### src/rtl/regfile_writeback.sv
// regfile_writeback
//   Write-side front end for the 32-entry integer register file. Results from
//   the ALU path (one-entry holding stage) and the load path (DEPTH-entry FIFO,
//   data extended by access width on push) are arbitrated round-robin onto the
//   register file's single registered write port.
//
// Ports
//   CLK, RST_N              clock, asynchronous active-low reset
//   ALU_VALID/RD/DATA/READY ALU result handshake
//   LD_VALID/RD/FUNCT3/DATA/READY
//                           load result handshake (FUNCT3 = RV64 load code)
//   WE, Rw, Din             registered register-file write port
//
// Optional feature (macro WB_BYPASS_EN)
//   QA, QB                  read selects to compare against the pending write
//   HIT_A/B, FWD_A/B        forwarding of the write committed at the next edge
module regfile_writeback #(
  parameter int SIZE  = 64,
  parameter int DEPTH = 4
) (
  input  logic            CLK,
  input  logic            RST_N,
  input  logic            ALU_VALID,
  input  logic [4:0]      ALU_RD,
  input  logic [SIZE-1:0] ALU_DATA,
  output logic            ALU_READY,
  input  logic            LD_VALID,
  input  logic [4:0]      LD_RD,
  input  logic [2:0]      LD_FUNCT3,
  input  logic [SIZE-1:0] LD_DATA,
  output logic            LD_READY,
  output logic            WE,
  output logic [4:0]      Rw,
  output logic [SIZE-1:0] Din
`ifdef WB_BYPASS_EN
  ,
  input  logic [4:0]      QA,
  input  logic [4:0]      QB,
  output logic            HIT_A,
  output logic            HIT_B,
  output logic [SIZE-1:0] FWD_A,
  output logic [SIZE-1:0] FWD_B
`endif
);

  localparam int AW = $clog2(DEPTH);
  localparam int CW = AW + 1;

  logic            alu_full_q, alu_full_d;
  logic [4:0]      alu_rd_q, alu_rd_d;
  logic [SIZE-1:0] alu_data_q, alu_data_d;

  logic [4:0]      fifo_rd_q   [DEPTH];
  logic [SIZE-1:0] fifo_data_q [DEPTH];
  logic [AW-1:0]   wr_ptr_q, wr_ptr_d;
  logic [AW-1:0]   rd_ptr_q, rd_ptr_d;
  logic [CW-1:0]   count_q, count_d;

  // 1 = the most recent grant went to the load path
  logic            last_ld_q, last_ld_d;

  logic            we_q, we_d;
  logic [4:0]      rw_q, rw_d;
  logic [SIZE-1:0] din_q, din_d;

  logic            alu_push, ld_push;
  logic            grant_alu, grant_ld;

  function automatic logic [SIZE-1:0] extend(input logic [2:0] f3, input logic [SIZE-1:0] d);
    case (f3)
      3'b000:  extend = {{(SIZE-8){d[7]}},   d[7:0]};
      3'b001:  extend = {{(SIZE-16){d[15]}}, d[15:0]};
      3'b010:  extend = {{(SIZE-32){d[31]}}, d[31:0]};
      3'b011:  extend = d;
      3'b100:  extend = {{(SIZE-8){1'b0}},   d[7:0]};
      3'b101:  extend = {{(SIZE-16){1'b0}},  d[15:0]};
      3'b110:  extend = {{(SIZE-32){1'b0}},  d[31:0]};
      default: extend = '0;
    endcase
  endfunction

  // Readiness on the load side looks only at the registered count, so a full
  // FIFO refuses a push even in a cycle where it is also being drained.
  assign LD_READY = (count_q < CW'(DEPTH));
  assign ld_push  = LD_VALID && LD_READY;

  always_comb begin
    grant_alu = 1'b0;
    grant_ld  = 1'b0;
    if (alu_full_q && (count_q != '0)) begin
      if (last_ld_q) grant_alu = 1'b1;
      else           grant_ld  = 1'b1;
    end else begin
      grant_alu = alu_full_q;
      grant_ld  = (count_q != '0);
    end
  end

  // Granting the held ALU entry frees the stage in the same cycle.
  assign ALU_READY = !alu_full_q || grant_alu;
  assign alu_push  = ALU_VALID && ALU_READY;

  always_comb begin
    alu_full_d = alu_full_q;
    alu_rd_d   = alu_rd_q;
    alu_data_d = alu_data_q;
    wr_ptr_d   = wr_ptr_q;
    rd_ptr_d   = rd_ptr_q;
    count_d    = count_q + CW'(ld_push) - CW'(grant_ld);
    last_ld_d  = last_ld_q;
    we_d       = 1'b0;
    rw_d       = rw_q;
    din_d      = din_q;

    if (alu_push) begin
      alu_full_d = 1'b1;
      alu_rd_d   = ALU_RD;
      alu_data_d = ALU_DATA;
    end else if (grant_alu) begin
      alu_full_d = 1'b0;
    end

    if (ld_push)  wr_ptr_d = wr_ptr_q + AW'(1);
    if (grant_ld) rd_ptr_d = rd_ptr_q + AW'(1);

    // x0 destinations still consume a grant; only the enable is suppressed.
    if (grant_alu) begin
      we_d      = (alu_rd_q != 5'd0);
      rw_d      = alu_rd_q;
      din_d     = alu_data_q;
      last_ld_d = 1'b0;
    end else if (grant_ld) begin
      we_d      = (fifo_rd_q[rd_ptr_q] != 5'd0);
      rw_d      = fifo_rd_q[rd_ptr_q];
      din_d     = fifo_data_q[rd_ptr_q];
      last_ld_d = 1'b1;
    end
  end

  always_ff @(posedge CLK or negedge RST_N) begin
    if (!RST_N) begin
      alu_full_q <= 1'b0;
      alu_rd_q   <= '0;
      alu_data_q <= '0;
      wr_ptr_q   <= '0;
      rd_ptr_q   <= '0;
      count_q    <= '0;
      last_ld_q  <= 1'b0;
      we_q       <= 1'b0;
      rw_q       <= '0;
      din_q      <= '0;
    end else begin
      alu_full_q <= alu_full_d;
      alu_rd_q   <= alu_rd_d;
      alu_data_q <= alu_data_d;
      wr_ptr_q   <= wr_ptr_d;
      rd_ptr_q   <= rd_ptr_d;
      count_q    <= count_d;
      last_ld_q  <= last_ld_d;
      we_q       <= we_d;
      rw_q       <= rw_d;
      din_q      <= din_d;
    end
  end

  // Storage needs no reset: entries are only read when count_q says valid.
  always_ff @(posedge CLK) begin
    if (ld_push) begin
      fifo_rd_q[wr_ptr_q]   <= LD_RD;
      fifo_data_q[wr_ptr_q] <= extend(LD_FUNCT3, LD_DATA);
    end
  end

  assign WE  = we_q;
  assign Rw  = rw_q;
  assign Din = din_q;

`ifdef WB_BYPASS_EN
  assign HIT_A = we_q && (rw_q == QA) && (QA != 5'd0);
  assign HIT_B = we_q && (rw_q == QB) && (QB != 5'd0);
  assign FWD_A = HIT_A ? din_q : '0;
  assign FWD_B = HIT_B ? din_q : '0;
`endif

endmodule

### config.mk
export PLATFORM = sky130hd
export DESIGN_NAME = regfile_writeback
export DESIGN_NICKNAME = d
export VERILOG_FILES = /design/src/rtl/regfile_writeback.sv
export SDC_FILE = /design/constraint.sdc
export NUM_CORES = 1
export LEC_CHECK = 0
export BUFFER_PORTS_ARGS = -buffer_cell sky130_fd_sc_hd__buf_2
export CORE_UTILIZATION = 52
export CTS_CLUSTER_SIZE = 24
export DETAILED_ROUTE_END_ITERATION = 10
export MAX_ROUTING_LAYER = met4
export PLACE_DENSITY_LB_ADDON = 0.1
export SLEW_MARGIN = 0
export SYNTH_ARGS = -nofsm -noshare
export SYNTH_HDL_FRONTEND = slang
export SYNTH_SLANG_ARGS = --single-unit
### constraint.sdc
create_clock -name CLK -period 3.8 [get_ports CLK]
set_clock_uncertainty 0.2 [all_clocks]
set_input_delay 0.76 -clock CLK [delete_from_list [all_inputs] [get_ports CLK]]
set_output_delay 0.76 -clock CLK [all_outputs]
set_load 0.05 [all_outputs]
Word-level counts from Yosys, hierarchy flattened

Memories as Yosys holds them, arrays and structs flattened.
Cells that the tools add are included.
Widths: inputs -> output; s select.

Bits in registers: 148
RAM bits: 276
Bits of input ports: 145
Output and inout bits: 72
Word-level logic and storage cells: 52
Memories: 2

Memory list:

| memory      | depth | width | rd ports | clocked after Yosys merged registers in | wr ports | RTL line | source |
|---|---|---|---|---|---|---|---|
| fifo_data_q | 4     | 64    | 1        | 0                                       | 1        | 54       | `logic [SIZE-1:0] fifo_data_q [DEPTH];` |
| fifo_rd_q   | 4     | 5     | 1        | 0                                       | 1        | 53       | `logic [4:0] fifo_rd_q [DEPTH];` |

Add/subtract/negate cells: 4
Magnitude comparators: 1
Eq/ne operators: 6
Muxes and demuxes: 18
Reductions and logical operators: 11

Operators by type and width:

| cell                | number |
|---|---|
| $pmux 64 s7         | 1 |
| $mux 64             | 3 |
| $mux 1              | 12 |
| $mux 5              | 2 |
| $reduce_bool 5->1   | 2 |
| $eq 3x3->1 const B  | 3 |
| $eq 3x2->1 const B  | 2 |
| $add 2x1->2 const B | 2 |
| $reduce_bool 2->1   | 2 |
| $add 3x1->3         | 1 |
| $eq 3x1->1 const B  | 1 |
| $logic_and 1x1->1   | 3 |
| $logic_not 3->1     | 1 |
| $lt 3x3->1 const B  | 1 |
| $reduce_bool 3->1   | 1 |
| $sub 3x1->3         | 1 |
| $logic_not 1->1     | 1 |
| $logic_or 1x1->1    | 1 |

Logic depth before layout (Yosys ltp)

Gate-level depths: netlist (run 1).

Word-level depth: 6
Gate-level depth with buffers: 10
Mapped depth without buffers: 9

Worst setup path before layout (run 1)

OpenSTA, ideal clock, no wires.

Kind: input to register
Start point: in LD_VALID
End point: mem fifo_data_q[0][0], enable pin
Setup time: 0.435 ns
Arrival time: 2.749 ns
Data required time: 3.165 ns
Slack: 0.417 ns
Stages: 3
Path buffers: 1
Cell sequence: nor2b_1 -> clkbuf_1 -> and2_1

Word-level cells in the longest chain between the ends: 3

RTL lines:

| item                         | RTL line | source |
|---|---|---|
| start: declaration           | 27       | `input logic LD_VALID,` |
| $logic_and 1x1->1            | 85       | `assign ld_push = LD_VALID && LD_READY;` |
| $mux 1                       | 168      | `if (ld_push) begin` |
| $mux 1 (implied by the code) | 170      | `fifo_data_q[wr_ptr_q] <= extend(LD_FUNCT3, LD_DATA);` |
| end: declaration             | 54       |  |

No other way between the ends.

Worst setup path in the final report (run 1)

Start point: reg alu_full_q
End point: out ALU_READY

Word-level cells in the longest chain between the ends: 3
Elaborated cells between the ends (all ways): 4
Those cells by class: 1 x mux; 3 x reduce/logical

RTL lines:

| item                     | RTL line | source |
|---|---|---|
| start: declaration       | 49       | `logic alu_full_q, alu_full_d;` |
| start signal: assignment | 153      | `alu_full_q <= alu_full_d;` |
| $logic_and 1x1->1        | 90       | `if (alu_full_q && (count_q != '0)) begin` |
| $mux 1                   | 90       |  |
| $logic_or 1x1->1 (*)     | 100      | `assign ALU_READY = !alu_full_q \|\| grant_alu;` |
| end: declaration         | 26       | `output logic ALU_READY,` |

Every way passes the cells marked *; elsewhere a longest branch is shown, timed or not.

==> flow_summary.ini, run 1 <==
[global_route]
grtUsageTotal_pct = 23.8
grt_pass1_vias = 10000
gr-total-overflow = 0
grt_max_degree = 71
grt_pass1_wl_um = 58100
antenna_found_initial = 2

[critical_path]
startpoint_type = register
path_max_fanout = 6
slowest_delay_ns = 0.56
path_cells = inv_2, or3_1, buf_2
crit_arrival_ns = 1.83
cp_top_family = flip-flops
path_class = reg -> out
r2r-end = count_q[2]
path_buf_inv = 2
ff2ff_path_depth = 9
rrSetupSlack_ns = 1.20
r2r_start = count_q[2]
end_kind = output port
crit_slowest_cell = dfrtp_1
required_ns = 2.84

[clock_tree]
htree_levels = 2
insertion_delay_ns = 0.55
cts_tree = built
cts.path.max_buffers = 3
post_cts_buffers = 0
clkTransAtPathRegs_ns = 0.06
hold_buffers = 1
numCtsBuffers = 45
cts_resized = 0
clock-sinks = 424
root_buffer = clkbuf_16

[power_and_ir_drop]
clock_power_share_pct = 24.6
combPwrFrac_pct = 35.4
p_int_mw = 10.8
p_sw_mw = 6.13
seqPwrFrac_pct = 40.0
total_power_mw = 16.9
p_leak_nw = 7.80
ir_worst_vdd_uv = 436
p_per_area_nw_per_um2 = 839
p_sw_share_pct = 36.2

[synthesis]
synthAdderAreaFrac_pct = 0.557
yosysUniqueCellTypes = 32
synth_seq_area_share_pct = 70.2
ys_ff_latch = 424
netlist.area_leader.share_pct = 48.5
synth_xor_area_share_pct = 0.308
synth_compound_area_share_pct = 6.07
synth_common_cells = edfxtp_1 (276), dfrtp_1 (148), nand2_1 (98)
synth.most_common_cell = edfxtp_1
synthFlopType = edfxtp_1
synth_edf_count = 276
yosys_warnings = 0
async_flop_share_pct = 34.9
synth_area_per_cell_sq_um = 16.6
synth_top_family_by_area = multiplexers
yosys.area.top_type = edfxtp_1
synthTopCellsByArea = edfxtp_1 (49%), dfrtp_1 (22%), mux4_2 (9.1%)
synthSimpleGateAreaFrac_pct = 3.24
syn-num-nets = 1181
synthMuxAreaShare_pct = 17.5
syn_area_sq_um = 17100
synthCells = 1029

[floorplanning]
num_rows = 65
die-area_sq_um = 33600
die_w_um = 183
fp.dieH_um = 183
core_area_sq_um = 32000
ios = 217
start_util_pct = 53.4

[routing]
postRouteAntennaNets = 0
drt_iter0_markers = 658
wire_per_inst_um = 21.9
wl_um = 37700
route.detailed.drc = 0
viasPerCell = 5.69
vias = 9779
dr.pass1.iters = 5

[layout]
fillers = 2422
final_area_sq_um = 20200
regArea_sq_um = 12000
area_delta_synth_final_pct = 18.1
final_layout_size_suffix_gt1_share_pct = 36.1
multi_input_area_sq_um = 4760
stdcell_count = 1720
final_net_count = 1398

[worst_hold_path]
worstHoldEndpoint = alu_data_q[3]
hold_path.class = in -> reg
whs_path_depth = 2
hp-start = ALU_DATA[3]

[sta]
hold_viol = 0
period_share_pct = 73.3
slew-limit-headroom_pct = 42.9
tightestPinTransition_ns = 0.856
totalNegativeSetupSlack_ns = 0
setup_violations = 0
fin_hold_ws_ns = 0.242
rsz0062_at_grt = false
drv_slew = 0
fmax_mhz = 359
min_period_ns = 2.79

[placement]
hpwl_um = 23900
place.gp.congestion = 0.766
place_area_sq_um = 18700
place_inst = 1633
port-buffer-count = 216

[outcome]
status = completed

[run]
drv_cap = 0
-- worst max path at each step --
stage	start	end	slack (ns)	cells after the start
global route	alu_full_q	ALU_READY	0.94	3
CTS	alu_full_q	ALU_READY	0.99	3
floorplan	LD_VALID	fifo_data_q[0][0]	0.42	3
detailed placement	LD_VALID	count_q[2]	0.83	10
global placement	LD_VALID	count_q[2]	0.85	10
finish	alu_full_q	ALU_READY	1.01	3
-- sequential cells by signal, summed over array words and instances (netlist names), 2 cells and up --
| name | flops |
|---|---|
| Din | 64 |
| Rw | 5 |
| alu_data_q | 64 |
| alu_rd_q | 5 |
| count_q | 3 |
| fifo_data_q | 256 |
| fifo_rd_q | 20 |
| rd_ptr_q | 2 |
| wr_ptr_q | 2 |
-- power groups by stage --
stage / Sequential, mW / Combinational (mW) / Clock (mW)
floorplan: 7.97 / 3.28 / 0
global placement: 6.85 / 5.96 / 0
detailed placement: 6.87 / 6.05 / 0
CTS: 6.79 / 6.07 / 4.25
global route: 6.90 / 6.44 / 4.43
finish: 6.77 / 6.00 / 4.16
-- cell type report --
type                            instances  area share [%]
Clock buffer                           61            6.49
Inverter                                8           0.149
Sequential cell                       424            59.5
Timing Repair Buffer                  244            6.94
Multi-Input combinational cell        523            23.6
Tap cell                              435            2.70
Antenna cell                            2          0.0248
Clock inverter                         23           0.583
-- layout by cell type, fill, tap and decap left out, types with 2 or more instances in the layout --
master,count
a21oi_1,90
a31oi_1,4
and2_4,4
buf_12,8
buf_2,215
buf_4,19
clkbuf_1,7
clkbuf_16,48
clkbuf_8,6
clkinv_1,12
clkinv_2,8
dfrtp_1,145
dfrtp_4,2
diode_2,2
edfxtp_1,276
ha_1,6
inv_1,7
mux2_2,70
mux2i_1,64
mux4_2,69
nand2_1,98
nand2b_1,3
nor2_1,5
nor2b_1,9
o21ai_0,41
o21ai_1,2
o22ai_1,4
o32ai_1,34
or4_1,2
xnor2_1,4
xor2_1,2
-- layer usage --
layer	global-route usage, %	wire (um)	share of wire, %
met1	33.4	16900	45
met2	36.5	17800	47
met3	3.61	2180	5.8
met4	6.70	864	2.3
met5	-	0	0
-- kinds of logic after synthesis --
group / after synthesis
flip-flops: 424
AO/OA/AOI/OAI: 178
XOR/XNOR: 6
multiplexers: 203
AND/OR/NAND/NOR: 129
buffers and inverters: 82
adder cells (fa/ha/maj): 7
-- through the flow --
step,util [%],worst slack [ns]
6_report,63.1,1.01
5_1_grt,63.1,0.935
4_1_cts,63.1,0.989
3_5_place_dp,58.6,0.826
3_3_place_gp,58.6,0.845
2_1_floorplan,-,0.417
No activity file was read; power rests on OpenSTA's default activity.
==> run 2, diff against run 1 <==
--- a/config.mk
+++ b/config.mk
@@ -5,6 +5,7 @@
 export SDC_FILE = /design/constraint.sdc
 export NUM_CORES = 1
 export LEC_CHECK = 0
+export ABC_AREA = 1
 export BUFFER_PORTS_ARGS = -buffer_cell sky130_fd_sc_hd__buf_2
 export CORE_UTILIZATION = 52
 export CTS_CLUSTER_SIZE = 24
==> constraint.sdc (replaced) <==
create_clock -name CLK -period 2.44 [get_ports CLK]
set_clock_uncertainty 0.2 [all_clocks]
set_input_delay 0.488 -clock CLK [delete_from_list [all_inputs] [get_ports CLK]]
set_output_delay 0.488 -clock CLK [all_outputs]
set_load 0.05 [all_outputs]
==> run 2 against run 1 <==
Effect of this change:
- wire length is 21% higher
- worst hold slack got worse by 0.23 ns
- largest cell class unchanged
- critical path type unchanged
- synthesized cell count rose by 65%
==> flow_summary.ini, run 2 <==
[synthesis]
yosys_warnings = 0
yosysUniqueCellTypes = 30
ys_ff_latch = 424
yosys.area.top_type = edfxtp_1
synthTopCellsByArea = edfxtp_1 (47%), dfrtp_1 (21%), nand2_1 (9.8%)
synth_seq_area_share_pct = 68.0
synthFlopType = edfxtp_1
async_flop_share_pct = 34.9
syn-num-nets = 1854
synth.most_common_cell = nand2_1
synthCells = 1702
syn_area_sq_um = 17600
synth_common_cells = nand2_1 (458), edfxtp_1 (276), nand3_1 (251)
synth_edf_count = 276
synth_area_per_cell_sq_um = 10.4
netlist.area_leader.share_pct = 47.0

[critical_path]
path_cells = buf_6, nand3_2, clkbuf_4
path_class = reg -> out
crit_slowest_cell = dfrtp_1
required_ns = 1.75
crit_arrival_ns = 1.67
end_kind = output port
startpoint_type = register
slowest_delay_ns = 0.38
path_buf_inv = 2
cp_top_family = buffers and inverters
path_max_fanout = 23
rrSetupSlack_ns = 0.13

[global_route]
grtUsageTotal_pct = 27.1
antenna_found_initial = 0
grt_max_degree = 92
grt_pass1_wl_um = 68600
gr-total-overflow = 0
grt_pass1_vias = 11900

[clock_tree]
htree_levels = 2
clock-sinks = 424
numCtsBuffers = 44
cts.path.max_buffers = 3
insertion_delay_ns = 0.54
cts_tree = built
post_cts_buffers = 0
root_buffer = clkbuf_16
clkTransAtPathRegs_ns = 0.06

[floorplanning]
start_util_pct = 52.7
die_w_um = 186
ios = 217
fp.dieH_um = 186
num_rows = 67
die-area_sq_um = 34600
core_area_sq_um = 33400

[routing]
route.detailed.drc = 0
vias = 13000
viasPerCell = 5.41
wire_per_inst_um = 18.9
drt_iter0_markers = 1283
wl_um = 45500
postRouteAntennaNets = 0
dr.pass1.iters = 5

[layout]
final_layout_size_suffix_gt1_share_pct = 17.8
layout_common_cells = nand2_1 (457), edfxtp_1 (276), nand3_1 (251), buf_2 (214), nor2_1 (166)
largest_reg_flops = 256
area_delta_synth_final_pct = 19.0
final_net_count = 2077
final_util_pct = 62.7
layout_commonest_cell = nand2_1
regMostFlops = fifo_data_q
stdcell_count = 2409

[placement]
port-buffer-count = 216
hpwl_um = 28300
place_inst = 2300
place.gp.congestion = 0.831

[outcome]
status = completed

[run]
drv_cap = 0

[power_and_ir_drop]
p_sw_mw = 11.6
p_sw_share_pct = 42.0
total_power_mw = 27.7
p_per_area_nw_per_um2 = 1320
seqPwrFrac_pct = 36.8
p_int_mw = 16.1
ir_worst_vdd_uv = 824
clock_power_share_pct = 23.2
p_leak_nw = 9.11
combPwrFrac_pct = 40.0

[sta]
tightestPinTransition_ns = 0.913
fin_hold_ws_ns = 0.0111
totalNegativeSetupSlack_ns = 0
slew-limit-headroom_pct = 38.7
drv_slew = 0
setup_violations = 0
min_period_ns = 2.36
hold_viol = 0
period_share_pct = 96.7
fmax_mhz = 424

[worst_hold_path]
hold_path.class = in -> reg
-- run 2: changes by cell type after synthesis, moves of 68 or more --
cell     previous run  this run
mux4_2             69         0
nand3_1             0       251
inv_1               8        76
nand2_1            98       458
nor2_1              6       171
mux2_2             70         0
-- run 2: area by class of cell --
| cell class | count | area [sq um] |
|---|---|---|
| multi-input cells | 1087 | 4860 |
| inverters | 82 | 312 |
| repair buffers | 286 | 1850 |
| diodes | 1 | 2.50 |
| flip-flops and latches | 424 | 12000 |
| fillers | 2756 | 12500 |
| clock buffers | 60 | 1230 |
| well taps | 448 | 561 |
| clock inverters | 21 | 155 |
-- run 2: worst paths after layout --
kind                          startpoint  depth (start not counted)              to
hold reg to reg            alu_data_q[5]                          2   alu_data_q[5]
setup / recovery              alu_full_q                          3       ALU_READY
max in group asynchronous          RST_N                          3  alu_data_q[49]
setup reg to reg              count_q[1]                         11      count_q[2]
hold / removal              ALU_DATA[24]                          3  alu_data_q[24]
min in group asynchronous          RST_N                          2         Din[31]
-- run 2: cells by family after synthesis --
logic type,after synthesis,share of synthesized area (%)
fa+ha+maj,7,0.540
flops,424,68.0
buf+inv,191,4.72
simple gates,889,21.0
compound gates,187,5.54
xor+xnor,4,0.199
-- run 2: what timing repair did --
action | 4_1_cts | 5_1_grt
endpoints found under the setup margin | 0 | 2
endpoints found under the hold margin | 86 | 0
gates resized for setup | 0 | 4
hold buffers | 27 | 0
-- run 2: routing by layer --
layer	track usage (%)	wire length, um	up-vias
li1	-	-	6173
met1	42.0	21000	6274
met2	37.9	19600	533
met3	4.03	4090	50
met4	5.74	743	0
met5	-	0	-
-- run 2: tightest hold or removal path: stages --
cell,delay (ns)
buf_2,0.08
nor2_1,0.04
a21oi_1,0.10
-- run 2: power groups by stage --
stage	registers (mW)	logic, mW	clock network, mW
final	10.2	11.1	6.43
after detailed placement	10.3	10.9	0
after global routing	10.3	12.1	6.80
after CTS	10.2	11.0	6.51
after floorplan	12.2	5.60	0
after global placement	10.3	10.8	0
-- run 2: through the flow --
step	area [sq um]	worst slack, ns
after global routing	21000	-0.0254
after CTS	21000	0.0334
after floorplan	17700	-0.0162
after detailed placement	19300	0.184
final	21000	0.0803
after global placement	19300	0.198
==> run 3, diff against run 2 <==
--- a/config.mk
+++ b/config.mk
@@ -7,7 +7,7 @@
 export LEC_CHECK = 0
 export ABC_AREA = 1
 export BUFFER_PORTS_ARGS = -buffer_cell sky130_fd_sc_hd__buf_2
-export CORE_UTILIZATION = 52
+export CORE_UTILIZATION = 33
 export CTS_CLUSTER_SIZE = 24
 export DETAILED_ROUTE_END_ITERATION = 10
 export MAX_ROUTING_LAYER = met4
==> constraint.sdc (replaced) <==
create_clock -name CLK -period 2 [get_ports CLK]
set_clock_uncertainty 0.2 [all_clocks]
set_input_delay 0.6 -clock CLK [delete_from_list [all_inputs] [get_ports CLK]]
set_output_delay 0.6 -clock CLK [all_outputs]
set_load 0.05 [all_outputs]
==> run 3 against run 2 <==
Effect of this change:
- the flow now finishes with violations (negative setup slack)
- count of clock-buffer cells in the layout decreased by 7
- cell count increased by 12%
- critical path depth increased by 2
- worst hold slack improved by 0.031 ns
- register-to-register slack got worse by 0.34 ns
- final area increased by 8.3%
- setup slack got worse by 0.40 ns
- sequential share of layout area decreased by 4.4 points
- non-clock buffer count increased by 54
- die area increased by 57%
- combinational power increased by 46%
- critical endpoint unchanged
==> flow_summary.ini, run 3 (synthesized netlist as in run 2, its figures left out) <==
[sta]
tightestPinTransition_ns = 0.517
setup_violations = 5
worst_slack_ns = -0.318
totalNegativeSetupSlack_ns = -0.740
fmax_mhz = 431
rsz0062_at_grt = true
drv_slew = 0
period_share_pct = 116
hold_viol = 0
min_period_ns = 2.32
slew-limit-headroom_pct = 65.4
fin_hold_ws_ns = 0.0417

[placement]
place_area_sq_um = 20300
dp_slack_ns = -0.185
place.gp.congestion = 0.797
hpwl_um = 35600
port-buffer-count = 216

[routing]
postRouteAntennaNets = 0
wl_um = 53700
drt_iter0_markers = 962
wire_per_inst_um = 19.9
dr.pass1.iters = 5
viasPerCell = 4.80
route.detailed.drc = 0
vias = 13000

[layout]
multi_input_area_sq_um = 4960
area_delta_synth_final_pct = 28.9
final_area_sq_um = 22700
largest_reg_flops = 256
fillers = 5009
final_layout_size_suffix_gt1_share_pct = 22.0
final_net_count = 2134
regArea_sq_um = 12000
antenna_cells = 0
layout_commonest_cell = nand2_1
layout_common_cells = nand2_1 (453), edfxtp_1 (276), nand3_1 (249), nor2_1 (165), dfrtp_1 (146)
regMostFlops = fifo_data_q

[run]
drv_cap = 0

[clock_tree]
insertion_delay_ns = 0.59
clkTransAtPathRegs_ns = 0.06
numCtsBuffers = 47
root_buffer = clkbuf_16
cts.path.max_buffers = 3
cts_tree = built
clock-sinks = 424
htree_levels = 2

[global_route]
met3_usage_pct = 3.23
grt_pass1_vias = 12500
grtUsageTotal_pct = 20.3
antenna_found_initial = 2
top_usage_layer = met1
gr-total-overflow = 0
grt_pass1_wl_um = 79700
grt_util_met2_pct = 28.1
use_met1_pct = 30.6
grt_max_degree = 54

[power_and_ir_drop]
p_sw_share_pct = 41.0
clock_power_share_pct = 23.5
seqPwrFrac_pct = 33.5
p_per_area_nw_per_um2 = 1660
total_power_mw = 37.6
p_int_mw = 22.2
p_sw_mw = 15.4
ir_worst_vdd_uv = 1140
p_leak_nw = 9.76
combPwrFrac_pct = 43.0

[outcome]
status = finished, violations left
failed_checks = negative setup slack

[critical_path]
required_ns = 1.20
end_kind = output port
crit_arrival_ns = 1.52
path_max_fanout = 2
path_class = reg -> out
startpoint_type = register

[worst_hold_path]
hold_path.class = in -> reg

[floorplanning]
ios = 217
core_area_sq_um = 52700
num_rows = 84
die-area_sq_um = 54300
start_util_pct = 33.5
die_w_um = 233
fp.dieH_um = 233
run 3: cell count changes in the layout (fill, tap and decap cells not counted), sizes merged:
cell / delta
dlygate4sd3: -23
inv: +1
clkinvlp: +3
diode: -1
bufinv: +5
clkbuf: -3
buf: +73
run 3: area by class of cell:
class	instances	area share, %
tap	688	3.79
timing repair buffer	340	13.3
inverter	82	1.40
clock buffer	53	5.28
multi-input combinational	1087	21.8
sequential	424	52.8
clock inverter	30	1.59
run 3: stage by stage:
step / cells / utilization (%)
2_1_floorplan: 1702 / -
3_3_place_gp: 2592 / 38.6
3_5_place_dp: 2592 / 38.6
4_1_cts: 2685 / 42.5
5_1_grt: 2704 / 43.1
6_report: 2704 / 43.1
run 3: power groups by stage:
stage	Sequential [mW]	Clock, mW	Combinational (mW)
6_report	12.6	8.86	16.2
5_1_grt	12.8	9.40	17.6
4_1_cts	12.6	9.08	15.7
3_5_place_dp	12.6	0	14.7
3_3_place_gp	12.6	0	14.6
2_1_floorplan	14.9	0	6.94
run 3: metal layers:
metal	wire (um)	part of all wire [%]	vias up
li1	-	-	6303
met1	26900	50	6287
met2	23000	43	324
met3	2910	5.4	65
met4	950	1.8	0
met5	0	0	-
run 3: final timing paths:
check | from | to | slack, ns | depth (start not counted)
hold reg to reg | alu_data_q[54] | alu_data_q[54] | 0.28 | 2
setup / recovery | count_q[1] | ALU_READY | -0.32 | 5
setup reg to reg | count_q[1] | count_q[2] | -0.21 | 12
hold / removal | LD_RD[1] | fifo_rd_q[0][1] | 0.04 | 1
max in group asynchronous | RST_N | alu_data_q[29] | 0.79 | 3
min in group asynchronous | RST_N | alu_data_q[63] | 0.27 | 2
run 3: critical path: stages, from the launching register on:
cell     delay (ns)
dfrtp_1        0.38
nor2_2         0.15
nand2_4        0.07
buf_6          0.12
nand3_4        0.06
buf_8          0.15
run 3: what timing repair did:
action,4_1_cts,5_1_grt
hold buffers,4,0
pin swaps,2,9
cloned,0,6
setup buffers,6,14
resized for setup,130,29
endpoints found under the setup margin,74,60
endpoints found under the hold margin,159,0
